$ cat src/rtl/bit_expander_pkg.sv
`default_nettype none
// ============================================================================
// Module      : bit_expander_pkg
// Description : Shared state encoding for the bit expander control/datapath.
// Revision    : 1.0 - initial release
// ============================================================================
package bit_expander_pkg;

    typedef enum logic [1:0] {
        S_IDLE  = 2'd0,
        S_LOAD  = 2'd1,
        S_SHIFT = 2'd2,
        S_DONE  = 2'd3
    } state_t;

endpackage : bit_expander_pkg
`default_nettype wire

$ cat src/rtl/bit_expander_control.sv
`default_nettype none
// ============================================================================
// Module      : bit_expander_control
// Description : IDLE/LOAD/SHIFT/DONE controller with registered strobes.
// Revision    : 1.0 - initial release
// ============================================================================
module bit_expander_control
    import bit_expander_pkg::*;
(
    input  logic clk,
    input  logic resetn,
    input  logic start,
    input  logic cnt_is_zero,
    output logic ld,
    output logic shift,
    output logic busy,
    output logic done
);

    state_t state_q, state_d;
    logic   ld_q, ld_d;
    logic   shift_q, shift_d;
    logic   busy_q, busy_d;
    logic   done_q, done_d;

    always_comb begin
        state_d = state_q;
        case (state_q)
            S_IDLE:  if (start)       state_d = S_LOAD;
            S_LOAD:                   state_d = S_SHIFT;
            S_SHIFT: if (cnt_is_zero) state_d = S_DONE;
            S_DONE:  if (!start)      state_d = S_IDLE;
            default:                  state_d = S_IDLE;
        endcase
        // Strobes are decoded from the next state so they line up with state_q.
        ld_d    = (state_d == S_LOAD);
        shift_d = (state_d == S_SHIFT);
        busy_d  = ld_d | shift_d;
        done_d  = (state_d == S_DONE);
    end

    always_ff @(posedge clk or negedge resetn) begin
        if (!resetn) begin
            state_q <= S_IDLE;
            ld_q    <= 1'b0;
            shift_q <= 1'b0;
            busy_q  <= 1'b0;
            done_q  <= 1'b0;
        end else begin
            state_q <= state_d;
            ld_q    <= ld_d;
            shift_q <= shift_d;
            busy_q  <= busy_d;
            done_q  <= done_d;
        end
    end

    assign ld    = ld_q;
    assign shift = shift_q;
    assign busy  = busy_q;
    assign done  = done_q;

endmodule : bit_expander_control
`default_nettype wire

$ cat src/rtl/bit_expander.sv
`default_nettype none
// ============================================================================
// Module      : bit_expander
// Description : Expands a count N into a WIDTH-bit thermometer word, one bit/clk.
// Revision    : 1.0 - initial release
// ============================================================================
module bit_expander
    import bit_expander_pkg::*;
#(
    parameter  int WIDTH = 8,
    localparam int CW    = $clog2(WIDTH + 1)
) (
    input  logic             clk,
    input  logic             resetn,
    input  logic             start,
    input  logic [CW-1:0]    count_in,
    output logic             busy,
    output logic             done,
    output logic             err,
    output logic [WIDTH-1:0] word_out
);

    localparam logic [CW-1:0] c_width_cnt = CW'(WIDTH);

    logic [WIDTH-1:0] shreg_q, shreg_d;
    logic [CW-1:0]    cnt_q, cnt_d;
    logic             err_q, err_d;
    logic             w_ld;
    logic             w_shift;
    logic             w_cnt_is_zero;
    logic             w_sat;

    assign w_cnt_is_zero = (cnt_q == '0);
    assign w_sat         = (count_in > c_width_cnt);

    bit_expander_control u_control (
        .clk         (clk),
        .resetn      (resetn),
        .start       (start),
        .cnt_is_zero (w_cnt_is_zero),
        .ld          (w_ld),
        .shift       (w_shift),
        .busy        (busy),
        .done        (done)
    );

    always_comb begin
        shreg_d = shreg_q;
        cnt_d   = cnt_q;
        err_d   = err_q;
        if (w_ld) begin
            cnt_d   = w_sat ? c_width_cnt : count_in;
            err_d   = w_sat;
            shreg_d = '0;
        end else if (w_shift && !w_cnt_is_zero) begin
            // The zero-count SHIFT cycle is the one that hands over to DONE.
            shreg_d = {shreg_q[WIDTH-2:0], 1'b1};
            cnt_d   = cnt_q - CW'(1);
        end
    end

    always_ff @(posedge clk or negedge resetn) begin
        if (!resetn) begin
            shreg_q <= '0;
            cnt_q   <= '0;
            err_q   <= 1'b0;
        end else begin
            shreg_q <= shreg_d;
            cnt_q   <= cnt_d;
            err_q   <= err_d;
        end
    end

    assign word_out = shreg_q;
    assign err      = err_q;

endmodule : bit_expander
`default_nettype wire

$ cat config.mk
export PLATFORM = sky130hd
export DESIGN_NAME = bit_expander
export DESIGN_NICKNAME = d
export VERILOG_FILES = /design/src/rtl/bit_expander_pkg.sv /design/src/rtl/bit_expander_control.sv /design/src/rtl/bit_expander.sv
export SDC_FILE = /design/constraint.sdc
export NUM_CORES = 1
export LEC_CHECK = 0
export CORE_MARGIN = 1.5
export CORE_UTILIZATION = 49
export CTS_CLUSTER_SIZE = 30
export DETAILED_ROUTE_END_ITERATION = 7
export PLACE_DENSITY = 0.77
export REMOVE_ABC_BUFFERS = 1
export SLEW_MARGIN = 5
export SYNTH_ARGS = -nofsm -noshare
export SYNTH_HDL_FRONTEND = slang
export SYNTH_SLANG_ARGS = --single-unit
$ cat constraint.sdc
create_clock -name clk -period 1.95 [get_ports clk]
set_clock_uncertainty 0.1 [all_clocks]
set_input_delay 0.39 -clock clk [delete_from_list [all_inputs] [get_ports clk]]
set_output_delay 0.39 -clock clk [all_outputs]
set_load 0.03 [all_outputs]
# ---- After elaboration in Yosys (flattened, before gate mapping)
# Cells that the tools add are included.
dict set report totals {
  output_inout_bits 11
  register_bits 19
  inputBits 7
}
dict set report classes {
  addsub 1
  order_cmp 1
  mux 9
  reduce_logical 5
  eq_ne 6
  bitwise_logic 1
}
# operator count
set ops {}
lappend ops {{$mux 8} 2}
lappend ops {{$mux 4} 3}
lappend ops {{$eq 2x2->1 const B} 4}
lappend ops {{$pmux 2 s4} 1}
lappend ops {{$mux 2} 3}
lappend ops {{$eq 2x1->1 const B} 2}
lappend ops {{$gt 4x4->1 const B} 1}
lappend ops {{$logic_not 4->1} 1}
lappend ops {{$sub 4x1->4 const B} 1}
lappend ops {{$logic_not 2->1} 1}
lappend ops {{$reduce_bool 2->1} 1}
lappend ops {{$logic_and 1x1->1} 1}
lappend ops {{$logic_not 1->1} 1}
lappend ops {{$or 1x1->1} 1}

# ---- Depth between registers and ports, before layout
# Gate-level depths: netlist of the first run.
dict set report logic_depth {
  depth_word 5
  ltp_mapped 7
}

# ---- By module
# A second synthesis of the first run with hierarchy kept.
dict set report unflattened {
  hier_cells 78
  hier_area_um2 869.6
}
# module cells_per_inst seq_area_each_um2 area_per_inst_um2 n_inst
set by_module_without_submodules {}
lappend by_module_without_submodules {bit_expander 61 325.3 630.6 1}
lappend by_module_without_submodules {bit_expander_control 17 150.1 239.0 1}

# ---- Least setup slack after synthesis of the first run
# No wires, ideal clock.
dict set report synth_timing {
  path_kind {register to register}
  startpoint {register cnt_q[0]}
  endpoint {register shreg_q[1] (netlist: word_out[1])}
  t_arrival_ns 1.576
  n_path_buf 2
  stages_incl_launch_ff 8
  synth_period_minus_slack_ns 1.796
  slack_ns 0.154
  cell_sequence {dfrtp_1 inv_1 ha_1 or3b_1 buf_2 and2_4 buf_6 a31o_1}
}
dict set report synth_between {
  elab_chain_cells 4
}
# item line_no
set synth_rtl {}
lappend synth_rtl {{start: declaration} bit_expander.sv:26} ;# logic [CW-1:0] cnt_q, cnt_d;
lappend synth_rtl {{start signal: assignment} bit_expander.sv:69} ;# cnt_q <= cnt_d;
lappend synth_rtl {{$logic_not 4->1} bit_expander.sv:33} ;# assign w_cnt_is_zero = (cnt_q == '0);
lappend synth_rtl {{$logic_not 1->1} bit_expander.sv:55} ;# end else if (w_shift && !w_cnt_is_zero) begin
lappend synth_rtl {{$logic_and 1x1->1} bit_expander.sv:55}
lappend synth_rtl {{$reduce_bool 2->1 (no line)} n/a}
lappend synth_rtl {{end signal: assignment} bit_expander.sv:68} ;# shreg_q <= shreg_d;
lappend synth_rtl {{end: declaration} bit_expander.sv:25} ;# logic [WIDTH-1:0] shreg_q, shreg_d;
# No other way between the ends.
# A chain may end at the register's enable or synchronous reset.

# ---- Final worst setup path of the first run
dict set report layout_timing {
  startpoint {register shreg_q[0] (netlist: word_out[0])}
  endpoint {output port word_out[0]}
}
# item line_no
set layout_lines {}
lappend layout_lines {{end: declaration} bit_expander.sv:20} ;# output logic [WIDTH-1:0] word_out
# No word-level cell between the ends.

==> results of run 1 <==
[per-stage QoR]
stage	instances	hold slack (ns)	TNS (ns)	total power [mW]
floorplan	79	-0.00559	0	1.39
global placement	122	0.411	0	1.71
detailed placement	122	0.407	0	1.75
CTS	126	0.302	0	1.96
global route	126	0.327	-0.0173	2.08
finish	126	0.294	0	1.95
[cell usage after synthesis]
cell type                  instances  area, sq um
sky130_fd_sc_hd__dfrtp_1          19          475
sky130_fd_sc_hd__nand2_1          12         45.0
sky130_fd_sc_hd__inv_1             8         30.0
sky130_fd_sc_hd__mux2i_1           6         60.1
sky130_fd_sc_hd__a21oi_1           5         25.0
sky130_fd_sc_hd__ha_1              4         50.1
sky130_fd_sc_hd__o21ai_0           4         20.0
sky130_fd_sc_hd__a31oi_1           3         18.8
sky130_fd_sc_hd__buf_2             2         10.0
sky130_fd_sc_hd__clkbuf_1          2         7.51
sky130_fd_sc_hd__nand3_1           2         10.0
sky130_fd_sc_hd__nor3b_1           2         15.0
sky130_fd_sc_hd__a21o_2            1         8.76
sky130_fd_sc_hd__a221o_1           1         10.0
sky130_fd_sc_hd__a31o_1            1         8.76
sky130_fd_sc_hd__a31o_2            1         8.76
sky130_fd_sc_hd__and2_4            1         8.76
sky130_fd_sc_hd__and4b_2           1         11.3
sky130_fd_sc_hd__buf_6             1         11.3
sky130_fd_sc_hd__nand2b_1          1         6.26
sky130_fd_sc_hd__nand3b_1          1         7.51
sky130_fd_sc_hd__nor3_1            1         5.00
sky130_fd_sc_hd__nor4b_1           1         8.76
sky130_fd_sc_hd__o21a_1            1         7.51
sky130_fd_sc_hd__o22ai_1           1         6.26
sky130_fd_sc_hd__o311ai_0          1         8.76
sky130_fd_sc_hd__or3b_1            1         8.76
[logic make-up after synthesis]
group	Yosys count	synth area share, %
compound gates	19	13.7
fa+ha+maj	4	5.60
buf+inv	13	6.58
flops	19	53.2
mux	6	6.72
simple gates	23	14.1
[report_power, final]
part	switching, mW	leakage [nW]	internal (mW)
Combinational	0.563	0.250	0.456
Sequential	0.154	0.236	0.575
Clock	0.128	0.0177	0.0766
[sequential cells by signal, summed over array words and instances, names as in the netlist]
name,cells
cnt_q,4
err,1
u_control.busy,1
u_control.done,1
u_control.ld,1
u_control.shift,1
u_control.state_q,2
word_out,8
[how the worst min path moves through the flow]
| stage | from | to | slack [ns] | depth (start not counted) |
|---|---|---|---|---|
| floorplan | resetn | cnt_q[0]$_DFFE_PN0P_ | -0.006 | 0 |
| global placement | word_out[0]$_DFFE_PN0P_ | word_out[0]$_DFFE_PN0P_ | 0.41 | 1 |
| detailed placement | word_out[0]$_DFFE_PN0P_ | word_out[0]$_DFFE_PN0P_ | 0.41 | 1 |
| CTS | resetn | word_out[7]$_DFFE_PN0P_ | 0.30 | 2 |
| global route | resetn | cnt_q[2]$_DFFE_PN0P_ | 0.33 | 2 |
| finish | resetn | word_out[7]$_DFFE_PN0P_ | 0.29 | 2 |
[worst reg2reg max path: stages, from the launching register on]
cell	delay (ns)
sky130_fd_sc_hd__dfrtp_1	0.39
sky130_fd_sc_hd__inv_1	0.10
sky130_fd_sc_hd__ha_1	0.24
sky130_fd_sc_hd__or3b_1	0.46
sky130_fd_sc_hd__and2_4	0.24
sky130_fd_sc_hd__a31o_1	0.22
[layer usage]
layer	up-vias	routed length, um	track usage (%)
met2	14	868	29.0
met3	5	48	2.38
met4	0	42	12.0
met5	-	0	0
met1	322	729	22.9
li1	327	-	-
[area by class of cell]
class / count / area, sq um
fill: 145 / 621
sequential: 19 / 475
multi-input combinational: 52 / 364
timing repair buffer: 18 / 178
tap: 25 / 31.3
inverter: 8 / 30.0
clock buffer: 3 / 22.5
clock inverter: 1 / 5.00
==> impl_metrics.xml, run 1 <==
<?xml version="1.0" encoding="UTF-8"?>
<metrics>
  <group name="status">
    <metric name="result_of_the_run" unit="">finished, final reports clean</metric>
  </group>
  <group name="final_layout">
    <metric name="post-route-util" unit="%">64.1</metric>
    <metric name="drive_gt1_share" unit="%">9.90</metric>
    <metric name="stdcell_area" unit="sq um">1110</metric>
    <metric name="antenna_cells" unit="">0</metric>
    <metric name="nets" unit="">113</metric>
    <metric name="synthToLayoutAreaGrowth" unit="%">23.8</metric>
    <metric name="highest_count_cells_in_the_layout_ignoring_fill_and_taps" unit="">sky130_fd_sc_hd__dfrtp_1 (19), sky130_fd_sc_hd__clkdlybuf4s50_1 (17), sky130_fd_sc_hd__nand2_1 (12), sky130_fd_sc_hd__inv_1 (8), sky130_fd_sc_hd__mux2i_1 (6)</metric>
    <metric name="layout.cells.most_common" unit="">sky130_fd_sc_hd__dfrtp_1</metric>
  </group>
  <group name="timing">
    <metric name="max_freq" unit="MHz">536</metric>
    <metric name="fin_crit_sh" unit="%">95.6</metric>
    <metric name="final.min_clock_period" unit="ns">1.86</metric>
    <metric name="setup-violations-final" unit="">0</metric>
    <metric name="worstMarginPinSlew" unit="ns">0.416</metric>
    <metric name="final-hold-violation-count" unit="">0</metric>
    <metric name="max_slew_margin" unit="%">71.9</metric>
    <metric name="maxSlewViolCount" unit="">0</metric>
    <metric name="final_critical_path_setup_slack" unit="ns">0.0857</metric>
  </group>
  <group name="setup_path">
    <metric name="ff_to_ff_path_depth" unit="">5</metric>
    <metric name="critical_path_required" unit="ns">1.46</metric>
    <metric name="critical_path_arrival" unit="ns">1.37</metric>
    <metric name="timing.critical_path.to_type" unit="">primary output</metric>
    <metric name="critical_path.cell_chain" unit="">clkdlybuf4s50_1</metric>
    <metric name="worst_path_max_delay_cell" unit="">sky130_fd_sc_hd__clkdlybuf4s50_1</metric>
    <metric name="worstReg2RegStart" unit="">cnt_q[0]$_DFFE_PN0P_</metric>
    <metric name="worstSetupStartpoint" unit="">word_out[0]$_DFFE_PN0P_</metric>
    <metric name="cp-endpoint" unit="">word_out[0]</metric>
    <metric name="worst_path_bufs_invs" unit="">1</metric>
    <metric name="worst-path-max-fanout" unit="">3</metric>
    <metric name="max_stage_delay" unit="ns">0.68</metric>
    <metric name="gate_family_responsible_for_the_most_delay_along_the_worst_path" unit="">buffers and inverters</metric>
    <metric name="r2r-end" unit="">word_out[1]$_DFFE_PN0P_</metric>
    <metric name="rrSetupSlack" unit="ns">0.11</metric>
    <metric name="cp_num_cells" unit="">1</metric>
    <metric name="start_kind" unit="">flip-flop</metric>
    <metric name="critPathKind" unit="">reg -&gt; out</metric>
  </group>
  <group name="die">
    <metric name="ioPinCount" unit="">18</metric>
    <metric name="die_wd" unit="um">45.7</metric>
    <metric name="die-area" unit="sq um">2090</metric>
    <metric name="initial_core_utilization" unit="%">51.7</metric>
    <metric name="floorplan.die.height" unit="um">45.7</metric>
    <metric name="floorplan.rows" unit="">15</metric>
    <metric name="floorplan.core_area" unit="sq um">1730</metric>
  </group>
  <group name="hold_path">
    <metric name="hold_path.class" unit="">in -&gt; async</metric>
  </group>
  <group name="clock_tree">
    <metric name="clk_pin_slew_worst_paths" unit="ns">0.11</metric>
    <metric name="cts.root.buffer_cell" unit="">sky130_fd_sc_hd__clkbuf_4</metric>
    <metric name="clock_tree.htree_level_count" unit="">1</metric>
    <metric name="post_cts_resize_count" unit="">0</metric>
    <metric name="cts_tree" unit="">done</metric>
    <metric name="cts_made_buffers" unit="">3</metric>
    <metric name="clk-insertion-delay-late" unit="ns">0.31</metric>
    <metric name="post_cts.repair.setup_buffers" unit="">0</metric>
    <metric name="cts_hold_repair.buffers" unit="">0</metric>
    <metric name="max-clock-path-buffers" unit="">2</metric>
    <metric name="cts.sink_count" unit="">19</metric>
  </group>
  <group name="placed_design">
    <metric name="place_area" unit="sq um">1070</metric>
    <metric name="gp_congestion" unit="">0.842</metric>
    <metric name="pre_cts_slack" unit="ns">0.0969</metric>
    <metric name="placed_wire_length_estimate" unit="um">1260</metric>
    <metric name="buffer_ports.inserted" unit="">17</metric>
  </group>
  <group name="global_route">
    <metric name="maximum_number_of_pins_on_one_net_before_global_route_repair" unit="">20</metric>
    <metric name="grt_util_all_layers" unit="%">18.2</metric>
    <metric name="antenna_found_initial" unit="">0</metric>
    <metric name="via_count_of_the_first_global_routing_pass" unit="">595</metric>
    <metric name="global_route_wire_length_before_repair" unit="um">2580</metric>
    <metric name="remaining_global_route_overflow" unit="">0</metric>
  </group>
  <group name="detailed_routing">
    <metric name="drt_iter0_markers" unit="">9</metric>
    <metric name="route.final.wire_length" unit="um">1690</metric>
    <metric name="drt.antenna.violating_nets" unit="">0</metric>
    <metric name="vias" unit="">668</metric>
    <metric name="drt-pass1-iter-count" unit="">4</metric>
    <metric name="vias_per_cell" unit="">5.30</metric>
    <metric name="wl_per_cell" unit="um">13.4</metric>
    <metric name="drc" unit="">0</metric>
  </group>
  <group name="logic_synthesis">
    <metric name="post_synth_inst_count" unit="">84</metric>
    <metric name="yosysUniqueCellTypes" unit="">27</metric>
    <metric name="post_synth_instance_area" unit="sq um">893</metric>
    <metric name="yosysSeqAreaShare" unit="%">53.2</metric>
    <metric name="avgSynthCellArea" unit="sq um">10.6</metric>
    <metric name="synth_seq_cells" unit="">19</metric>
    <metric name="syn_warnings" unit="">0</metric>
  </group>
  <group name="pwr">
    <metric name="power_density" unit="nW/um^2">1770</metric>
    <metric name="leakage_power_summed_over_all_cells" unit="nW">0.503</metric>
    <metric name="ir_drop" unit="V">0.000880</metric>
  </group>
  <group name="job">
    <metric name="cap_violations" unit="">0</metric>
  </group>
</metrics>
Power figures use the tool's default switching activity.
==> run 2: changes to the inputs <==
--- a/config.mk
+++ b/config.mk
@@ -5,7 +5,7 @@
 export SDC_FILE = /design/constraint.sdc
 export NUM_CORES = 1
 export LEC_CHECK = 0
-export CORE_MARGIN = 1.5
+export CORE_MARGIN = 2
 export CORE_UTILIZATION = 49
 export CTS_CLUSTER_SIZE = 30
 export DETAILED_ROUTE_END_ITERATION = 7
==> run 2 against run 1 <==
Against the previous run: count of clock-buffer cells in the layout unchanged; cell area increased by 0.11%; global-route usage up 0.27 points; fmax grew 0.78%; via count is 2.1% lower; sequential power hardly changed; hold slack improved by 0.0072 ns; worst setup slack better by 0.015 ns; largest cell class unchanged; highest routed layer unchanged; sequential share of layout area hardly changed; combinational power is essentially flat; critical endpoint unchanged; non-clock buffer count stayed put.
==> impl_metrics.xml, run 2 (synthesis results as in run 1) <==
<?xml version="1.0" encoding="UTF-8"?>
<metrics>
  <group name="status">
    <metric name="result_of_the_run" unit="">finished, final reports clean</metric>
  </group>
  <group name="die">
    <metric name="floorplan.rows" unit="">15</metric>
    <metric name="die_wd" unit="um">46.7</metric>
    <metric name="initial_core_utilization" unit="%">51.7</metric>
    <metric name="floorplan.die.height" unit="um">46.7</metric>
    <metric name="floorplan.core_area" unit="sq um">1730</metric>
    <metric name="die-area" unit="sq um">2180</metric>
    <metric name="ioPinCount" unit="">18</metric>
  </group>
  <group name="timing">
    <metric name="hold_ws" unit="ns">0.301</metric>
    <metric name="setup-violations-final" unit="">0</metric>
    <metric name="max_freq" unit="MHz">541</metric>
    <metric name="final-hold-violation-count" unit="">0</metric>
    <metric name="max_slew_margin" unit="%">69.7</metric>
    <metric name="maxSlewViolCount" unit="">0</metric>
    <metric name="fin_crit_sh" unit="%">94.9</metric>
    <metric name="final.min_clock_period" unit="ns">1.85</metric>
    <metric name="worstMarginPinSlew" unit="ns">0.448</metric>
  </group>
  <group name="pwr">
    <metric name="ir_drop" unit="V">0.00106</metric>
    <metric name="power.switching" unit="uW">842</metric>
    <metric name="power_density" unit="nW/um^2">1760</metric>
    <metric name="internal-power" unit="mW">1.11</metric>
    <metric name="fin_total_pwr" unit="mW">1.95</metric>
    <metric name="seqPwrFrac" unit="%">37.3</metric>
    <metric name="sw_frac_of_total" unit="%">43.2</metric>
    <metric name="part_of_the_total_power_dissipated_in_combinational_logic" unit="%">52.5</metric>
    <metric name="leakage_power_summed_over_all_cells" unit="nW">0.501</metric>
    <metric name="clockPowerShare" unit="%">10.3</metric>
  </group>
  <group name="detailed_routing">
    <metric name="drt-pass1-iter-count" unit="">4</metric>
    <metric name="drt.antenna.violating_nets" unit="">0</metric>
    <metric name="vias_per_cell" unit="">5.19</metric>
    <metric name="route.final.wire_length" unit="um">1750</metric>
    <metric name="vias" unit="">654</metric>
    <metric name="drt_iter0_markers" unit="">8</metric>
    <metric name="wl_per_cell" unit="um">13.9</metric>
    <metric name="drc" unit="">0</metric>
  </group>
  <group name="placed_design">
    <metric name="placed_wire_length_estimate" unit="um">1310</metric>
    <metric name="gp_congestion" unit="">0.779</metric>
    <metric name="place_area" unit="sq um">1070</metric>
    <metric name="buffer_ports.inserted" unit="">17</metric>
  </group>
  <group name="setup_path">
    <metric name="worst-path-max-fanout" unit="">3</metric>
    <metric name="start_kind" unit="">flip-flop</metric>
    <metric name="critPathKind" unit="">reg -&gt; out</metric>
    <metric name="ff_to_ff_path_depth" unit="">5</metric>
    <metric name="rrSetupSlack" unit="ns">0.10</metric>
    <metric name="worst_path_bufs_invs" unit="">1</metric>
    <metric name="worst_path_max_delay_cell" unit="">sky130_fd_sc_hd__clkdlybuf4s50_1</metric>
    <metric name="max_stage_delay" unit="ns">0.68</metric>
    <metric name="r2r-end" unit="">word_out[1]$_DFFE_PN0P_</metric>
    <metric name="critical_path.cell_chain" unit="">clkdlybuf4s50_1</metric>
    <metric name="critical_path_required" unit="ns">1.46</metric>
    <metric name="critical_path_arrival" unit="ns">1.36</metric>
    <metric name="worstReg2RegStart" unit="">cnt_q[0]$_DFFE_PN0P_</metric>
    <metric name="gate_family_responsible_for_the_most_delay_along_the_worst_path" unit="">buffers and inverters</metric>
    <metric name="timing.critical_path.to_type" unit="">primary output</metric>
  </group>
  <group name="global_route">
    <metric name="maximum_number_of_pins_on_one_net_before_global_route_repair" unit="">20</metric>
    <metric name="via_count_of_the_first_global_routing_pass" unit="">636</metric>
    <metric name="grt_util_all_layers" unit="%">18.4</metric>
    <metric name="antenna_found_initial" unit="">0</metric>
    <metric name="remaining_global_route_overflow" unit="">0</metric>
    <metric name="global_route_wire_length_before_repair" unit="um">2750</metric>
  </group>
  <group name="clock_tree">
    <metric name="post_cts_resize_count" unit="">0</metric>
    <metric name="max-clock-path-buffers" unit="">2</metric>
    <metric name="clk-insertion-delay-late" unit="ns">0.30</metric>
    <metric name="clock_tree.htree_level_count" unit="">1</metric>
    <metric name="clk_pin_slew_worst_paths" unit="ns">0.11</metric>
    <metric name="cts_made_buffers" unit="">3</metric>
    <metric name="cts_hold_repair.buffers" unit="">0</metric>
    <metric name="cts_tree" unit="">done</metric>
    <metric name="cts.root.buffer_cell" unit="">sky130_fd_sc_hd__clkbuf_4</metric>
    <metric name="cts.sink_count" unit="">19</metric>
    <metric name="post_cts.repair.setup_buffers" unit="">0</metric>
  </group>
  <group name="hold_path">
    <metric name="hold_path.class" unit="">in -&gt; async</metric>
  </group>
  <group name="final_layout">
    <metric name="drive_gt1_share" unit="%">9.90</metric>
    <metric name="layout.cells.most_common" unit="">sky130_fd_sc_hd__dfrtp_1</metric>
    <metric name="stdcell_area" unit="sq um">1110</metric>
    <metric name="nets" unit="">113</metric>
    <metric name="largest_register_ff_count" unit="">8</metric>
    <metric name="filler_cell_count" unit="">160</metric>
    <metric name="highest_count_cells_in_the_layout_ignoring_fill_and_taps" unit="">sky130_fd_sc_hd__dfrtp_1 (19), sky130_fd_sc_hd__clkdlybuf4s50_1 (17), sky130_fd_sc_hd__nand2_1 (12), sky130_fd_sc_hd__inv_1 (8), sky130_fd_sc_hd__mux2i_1 (6)</metric>
    <metric name="antenna_cells" unit="">0</metric>
    <metric name="synthToLayoutAreaGrowth" unit="%">23.9</metric>
  </group>
  <group name="job">
    <metric name="cap_violations" unit="">0</metric>
  </group>
</metrics>
run 2: per-layer routing:
| layer | up-vias | routed length [um] | global-route usage (%) |
|---|---|---|---|
| met5 | - | 0 | 0 |
| met2 | 10 | 878 | 28.9 |
| met1 | 314 | 793 | 24.7 |
| li1 | 328 | - | - |
| met3 | 2 | 51 | 3.92 |
| met4 | 0 | 23 | 8.33 |
run 2: worst max-delay path by stage:
stage                            startpoint                       end  slack, ns  cells after the start
finish              word_out[0]$_DFFE_PN0P_               word_out[0]       0.10                      1
CTS                    cnt_q[0]$_DFFE_PN0P_  u_control.busy$_DFF_PN0_       0.06                      7
global route           cnt_q[0]$_DFFE_PN0P_  u_control.busy$_DFF_PN0_      -0.02                      7
global placement       cnt_q[0]$_DFFE_PN0P_   word_out[1]$_DFFE_PN0P_       0.20                      5
floorplan              cnt_q[0]$_DFFE_PN0P_   word_out[1]$_DFFE_PN0P_       0.27                      5
detailed placement     cnt_q[0]$_DFFE_PN0P_  u_control.busy$_DFF_PN0_        0.1                      7
run 2: stage by stage:
stage | worst slack (ns) | util, % | instances | TNS, ns
finish | 0.100 | 64.1 | 126 | 0
global placement | 0.198 | 62.2 | 122 | 0
CTS | 0.0577 | 63.8 | 126 | 0
global route | -0.0156 | 64.1 | 126 | -0.0156
detailed placement | 0.0983 | 62.2 | 122 | 0
floorplan | 0.267 | - | 79 | 0
run 2: final cells by class:
cell class | count | area (sq um) | share of cell area (%)
flip-flops and latches | 19 | 475 | 42.9
well taps | 25 | 31.3 | 2.82
multi-input cells | 52 | 365 | 33.0
clock buffers | 3 | 22.5 | 2.03
inverters | 8 | 30.0 | 2.71
clock inverters | 1 | 5.00 | 0.452
repair buffers | 18 | 178 | 16.0
run 2: power by group through the flow:
stage | Sequential, mW | Clock, mW | Combinational (mW)
floorplan | 0.890 | 0 | 0.504
global placement | 0.724 | 0 | 0.986
detailed placement | 0.734 | 0 | 1.02
CTS | 0.725 | 0.203 | 1.02
global route | 0.753 | 0.225 | 1.11
finish | 0.727 | 0.200 | 1.02
==> patch 1, RTL diff (flow settings as in run 2) <==
Take the reset off `shreg_q` and load it in a clocked block of its own.
--- a/src/rtl/bit_expander.sv
+++ b/src/rtl/bit_expander.sv
@@ -63,3 +63,2 @@
         if (!resetn) begin
-            shreg_q <= '0;
             cnt_q   <= '0;
@@ -67,3 +66,2 @@
         end else begin
-            shreg_q <= shreg_d;
             cnt_q   <= cnt_d;
@@ -71,2 +69,6 @@
         end
+    end
+
+    always_ff @(posedge clk) begin
+        shreg_q <= shreg_d;
     end
Formal check against the unedited RTL: differs if resetn is asserted again (counterexample within 4 cycles, from zero or initial values and one cycle with resetn low); with resetn held inactive, the same outputs for 10 cycles.
==> patch 1 against run 2 <==
- hold slack better by 0.011 ns
- power up 0.39%
- final area down 3.8%
- sequential cell count unchanged
- routed wire length down 11%
- area after synthesis down 3.8%
- critical path depth unchanged
- register-to-register slack better by 0.05 ns
- sequential share of layout area down 2.0 points
- worst setup slack better by 0.011 ns
- non-clock buffer count up 1
- count of clock-buffer cells in the layout up 1
- first-iteration DRC count up 38%
- largest cell class unchanged
==> patch 1: results (changes against run 2) <==
[yosys]
synth_top_cells_by_count = sky130_fd_sc_hd__dfrtp_1 (11), sky130_fd_sc_hd__dfxtp_1 (8), sky130_fd_sc_hd__nand2b_1 (7)  ; was sky130_fd_sc_hd__dfrtp_1 (19), sky130_fd_sc_hd__nand2_1 (12), sky130_fd_sc_hd__inv_1 (8), sky130_fd_sc_hd__mux2i_1 (6), sky130_fd_sc_hd__a21oi_1 (5)
synth-async-reset-ratio_pct = 57.89  ; was 100.0%
synth.yosys.seq_area_share_pct = 50.66  ; was 53.22%
synthDistinctLibCells = 29  ; was 27
synth.avg_cell_area_um2 = 10.61  ; was 10.64 um^2
synth_area_leaders = sky130_fd_sc_hd__dfrtp_1 (32%), sky130_fd_sc_hd__dfxtp_1 (19%), sky130_fd_sc_hd__mux2i_1 (7.0%)  ; was sky130_fd_sc_hd__dfrtp_1 (53%), sky130_fd_sc_hd__mux2i_1 (6.7%), sky130_fd_sc_hd__ha_1 (5.6%)

[final_layout]
non_clock_buffer_count = 19  ; was 18
count_of_filler_cells_inserted_in_the_layout = 139  ; was 160
final_layout_size_suffix_gt1_share_pct = 6.061  ; was 9.901%
design_area_um2 = 1065  ; was 1107 um^2
nMultiInputCombCells = 51  ; was 52
clk_share_pct = 2.468  ; was 2.486%
layout.non_clock_inverters = 6  ; was 8
clkbuf_count = 4  ; was 3
final_layout_non_clock_buffer_area_share_pct = 17.39  ; was 16.05%
seqAreaFraction_pct = 40.89  ; was 42.94%
nFlopsAndLatches = 19  ; unchanged
multi_input_area_share_pct = 35.14  ; was 32.99%

[status]
status = complete, no violations  ; unchanged

[power]
internal_power_mw = 1.137  ; was 1.107 mW
vdd_drop_max_mv = 1.032  ; was 1.062 mV
power_leakage_nw = 0.4630  ; was 0.5010 nW

[detailed_routing]
detail_route.wirelength_um = 1552  ; was 1746 um
via_per_inst = 5.569  ; was 5.190
dr.pass1.iters = 5  ; was 4
wl_met1_um = 671  ; was 793 um
avgRoutedWirePerCell_um = 13.38  ; was 13.86 um
wl_met3_um = 73  ; was 51 um
dr_wl_met2_um = 770  ; was 878 um
dr.first_iter.drc_count = 11  ; was 8

[global_routing]
via_count_of_the_first_global_routing_pass = 594  ; was 636
grt_start_max_net_pins = 21  ; was 20
globalRouteMet3Util_pct = 3.968  ; was 3.922%
grt_first_pass_wirelength_um = 2615  ; was 2746 um
grtUsageTotal_pct = 17.91  ; was 18.45%
gr-usage-met1_pct = 22.19  ; was 24.69%

[sta]
max_slew.worst_pin.slew_ns = 0.5098  ; was 0.4485 ns

[placed_design]
place.port_buffers = 17  ; unchanged
place_area_um2 = 1039  ; was 1074 um^2
hpwl_um = 1184  ; was 1310 um
finalWeightedCongestion = 0.7116  ; was 0.7786

[critical_path]
critPathMaxFanout = 3  ; unchanged

[die]
die_w_um = 45.89  ; was 46.70 um

## patch 1: cell types whose count changed after synthesis, sizes merged, moves of 2 or more
| cell | before | now |
|---|---|---|
| nand3 | 2 | 0 |
| dfrtp | 19 | 11 |
| a31o | 2 | 0 |
| nand3b | 1 | 3 |
| dfxtp | 0 | 8 |
| nand2b | 1 | 7 |
| and3 | 0 | 2 |
| nand2 | 12 | 2 |
| a31oi | 3 | 0 |
| nor2 | 0 | 2 |
| inv | 8 | 6 |
## patch 1: cells by family (layout without fill, tap and decap cells)
family / after synthesis / in the layout / synth area share (%)
AND/OR/NAND/NOR: 24 / 24 / 18.34
flip-flops: 19 / 19 / 50.65
AO/OA/AOI/OAI: 17 / 17 / 12.37
buffers and inverters: 11 / 29 / 5.821
multiplexers: 6 / 6 / 6.987
adder cells (fa/ha/maj): 4 / 4 / 5.823
## patch 1: final timing paths
path,start,end,slack (ns),cells past startpoint
max,word_out[0],word_out[0],0.11,1
min,resetn,cnt_q[0],0.31,1
max reg2reg,cnt_q[0],cnt_q[0],0.15,5
min reg2reg,word_out[7],word_out[7],0.39,2
max in group asynchronous,resetn,err,1.10,1
min in group clk,word_out[7],word_out[7],0.39,2
## patch 1: stage by stage
step / setup WS (ns) / hold slack, ns
3_3_place_gp: 0.02879 / 0.3587
4_1_cts: 0.1021 / 0.3278
2_1_floorplan: 0.2528 / -0.005591
5_1_grt: 0.04320 / 0.3499
3_5_place_dp: -0.05419 / 0.3813
6_report: 0.1114 / 0.3120
## patch 1: power by group through the flow
stage                     combinational (mW)  sequential [mW]  clock (mW)
after floorplan                        0.478            0.935           0
after global routing                    1.12            0.788       0.214
after global placement                 0.987            0.755           0
after CTS                               1.02            0.757       0.202
final                                   1.01            0.754       0.193
after detailed placement                1.02            0.765           0
==> patch 2, RTL diff (flow settings as in run 2) <==
Made on the original files. Set the parameter `WIDTH` to 16 (it was 8).
--- a/src/rtl/bit_expander.sv
+++ b/src/rtl/bit_expander.sv
@@ -9,3 +9,3 @@
 #(
-    parameter  int WIDTH = 8,
+    parameter  int WIDTH = 16,
     localparam int CW    = $clog2(WIDTH + 1)
Ports: changed (resized count_in and word_out); port bits go from 18 to 27. No check against the original RTL was run, so the function may have changed too.
==> patch 2 against run 2 <==
- area after synthesis grew 46%
- combinational power grew 44%
- power increased by 44%
- die area rose by 42%
- worst setup slack worse by 0.019 ns
- synthesized cell count rose by 36%
- final area up 47%
- sequential cell count up 9
- routed wire length is 31% higher
- critical path depth stayed put
- critical endpoint is now word_out[3]
==> patch 2: results (changes against run 2) <==
[detailed_routing]
wl_met1_um = 1029  ; was 793 um
via_per_inst = 5.408  ; was 5.190
dr_wl_met2_um = 1138  ; was 878 um
detail_route.wirelength_um = 2284  ; was 1746 um
wl_met3_um = 100  ; was 51 um
dr.first_iter.drc_count = 14  ; was 8
routed-via-count = 914  ; was 654

[cts]
clock_latency_ns = 0.32  ; was 0.30 ns
worst_setup_hold_path_clk_slew_ns = 0.14  ; was 0.11 ns
cts.sinks = 28  ; was 19

[final_layout]
finalNetCount = 152  ; was 113
layout.non_clock_inverters = 7  ; was 8
final_layout_size_suffix_gt1_share_pct = 7.914  ; was 9.901%
nMultiInputCombCells = 72  ; was 52
final_layout_non_clock_buffer_area_share_pct = 17.08  ; was 16.05%
multiInputGateArea_um2 = 548.0  ; was 365.4 um^2
seqAreaFraction_pct = 43.08  ; was 42.94%
largest_reg_flops = 16  ; was 8

[yosys]
synth.avg_cell_area_um2 = 11.48  ; was 10.64 um^2
share_of_cell_area_taken_by_muxes_after_synthesis_pct = 10.71  ; was 6.723%
synth.yosys.seq_area_share_pct = 53.54  ; was 53.22%
synth_top_cells_by_count = sky130_fd_sc_hd__dfrtp_1 (28), sky130_fd_sc_hd__nand2b_1 (17), sky130_fd_sc_hd__mux2i_1 (14), sky130_fd_sc_hd__inv_1 (7), sky130_fd_sc_hd__a21oi_1 (6)  ; was sky130_fd_sc_hd__dfrtp_1 (19), sky130_fd_sc_hd__nand2_1 (12), sky130_fd_sc_hd__inv_1 (8), sky130_fd_sc_hd__mux2i_1 (6), sky130_fd_sc_hd__a21oi_1 (5)
synth-adder-area-share_pct = 3.824  ; was 5.602%
synth-compound-area-share_pct = 8.795  ; was 13.73%
synthDistinctLibCells = 30  ; was 27
synth_area_leaders = sky130_fd_sc_hd__dfrtp_1 (54%), sky130_fd_sc_hd__mux2i_1 (11%), sky130_fd_sc_hd__nand2b_1 (8.1%)  ; was sky130_fd_sc_hd__dfrtp_1 (53%), sky130_fd_sc_hd__mux2i_1 (6.7%), sky130_fd_sc_hd__ha_1 (5.6%)

[placed_design]
place_inst = 165  ; was 122
place.port_buffers = 26  ; was 17
hpwl_um = 1669  ; was 1310 um

[power]
p_sw_share_pct = 41.86  ; was 43.21%
power_leakage_nw = 0.7269  ; was 0.5010 nW
vdd_drop_max_mv = 1.117  ; was 1.062 mV
combinationalPower_mw = 1.47  ; was 1.02 mW

[critical_path]
critPathMaxFanout = 2  ; was 3
critical_path.endpoint = word_out[3]  ; was word_out[0]
worst_setup_path_startpoint = word_out[3]  ; was word_out[0]
worst_ep_arrival_time_ns = 1.38  ; was 1.36 ns

[global_routing]
grt.met2_usage_pct = 26.02  ; was 28.89%
via_count_of_the_first_global_routing_pass = 895  ; was 636
globalRouteMet3Util_pct = 3.488  ; was 3.922%
grt_first_pass_wirelength_um = 3850  ; was 2746 um

[status]
status = complete, no violations  ; unchanged

[sta]
timing.max_slew.rel_slack_pct = 53.98  ; was 69.68%

[patch 2: cell types whose count changed after synthesis, moves of 2 or more]
cell and change:
sky130_fd_sc_hd__mux2i_1 +8, sky130_fd_sc_hd__or3_1 +2, sky130_fd_sc_hd__nor3b_1 -2, sky130_fd_sc_hd__dfrtp_1 +9, sky130_fd_sc_hd__a22oi_1 +2, sky130_fd_sc_hd__nand2b_1 +16, sky130_fd_sc_hd__nand2_1 -8, sky130_fd_sc_hd__and3_1 +2
sky130_fd_sc_hd__o31ai_1 +2
[patch 2: through the flow]
stage | cell area [um^2] | utilization (%) | hold slack (ns) | setup slack (ns)
floorplan | 1256 | - | -0.005591 | 0.1901
global placement | 1569 | 62.76 | 0.4076 | 0.09926
detailed placement | 1569 | 62.76 | 0.4387 | 0.06241
CTS | 1605 | 64.21 | 0.3320 | 0.02121
global route | 1627 | 65.07 | 0.3677 | 0.01431
finish | 1627 | 65.07 | 0.3276 | 0.08078
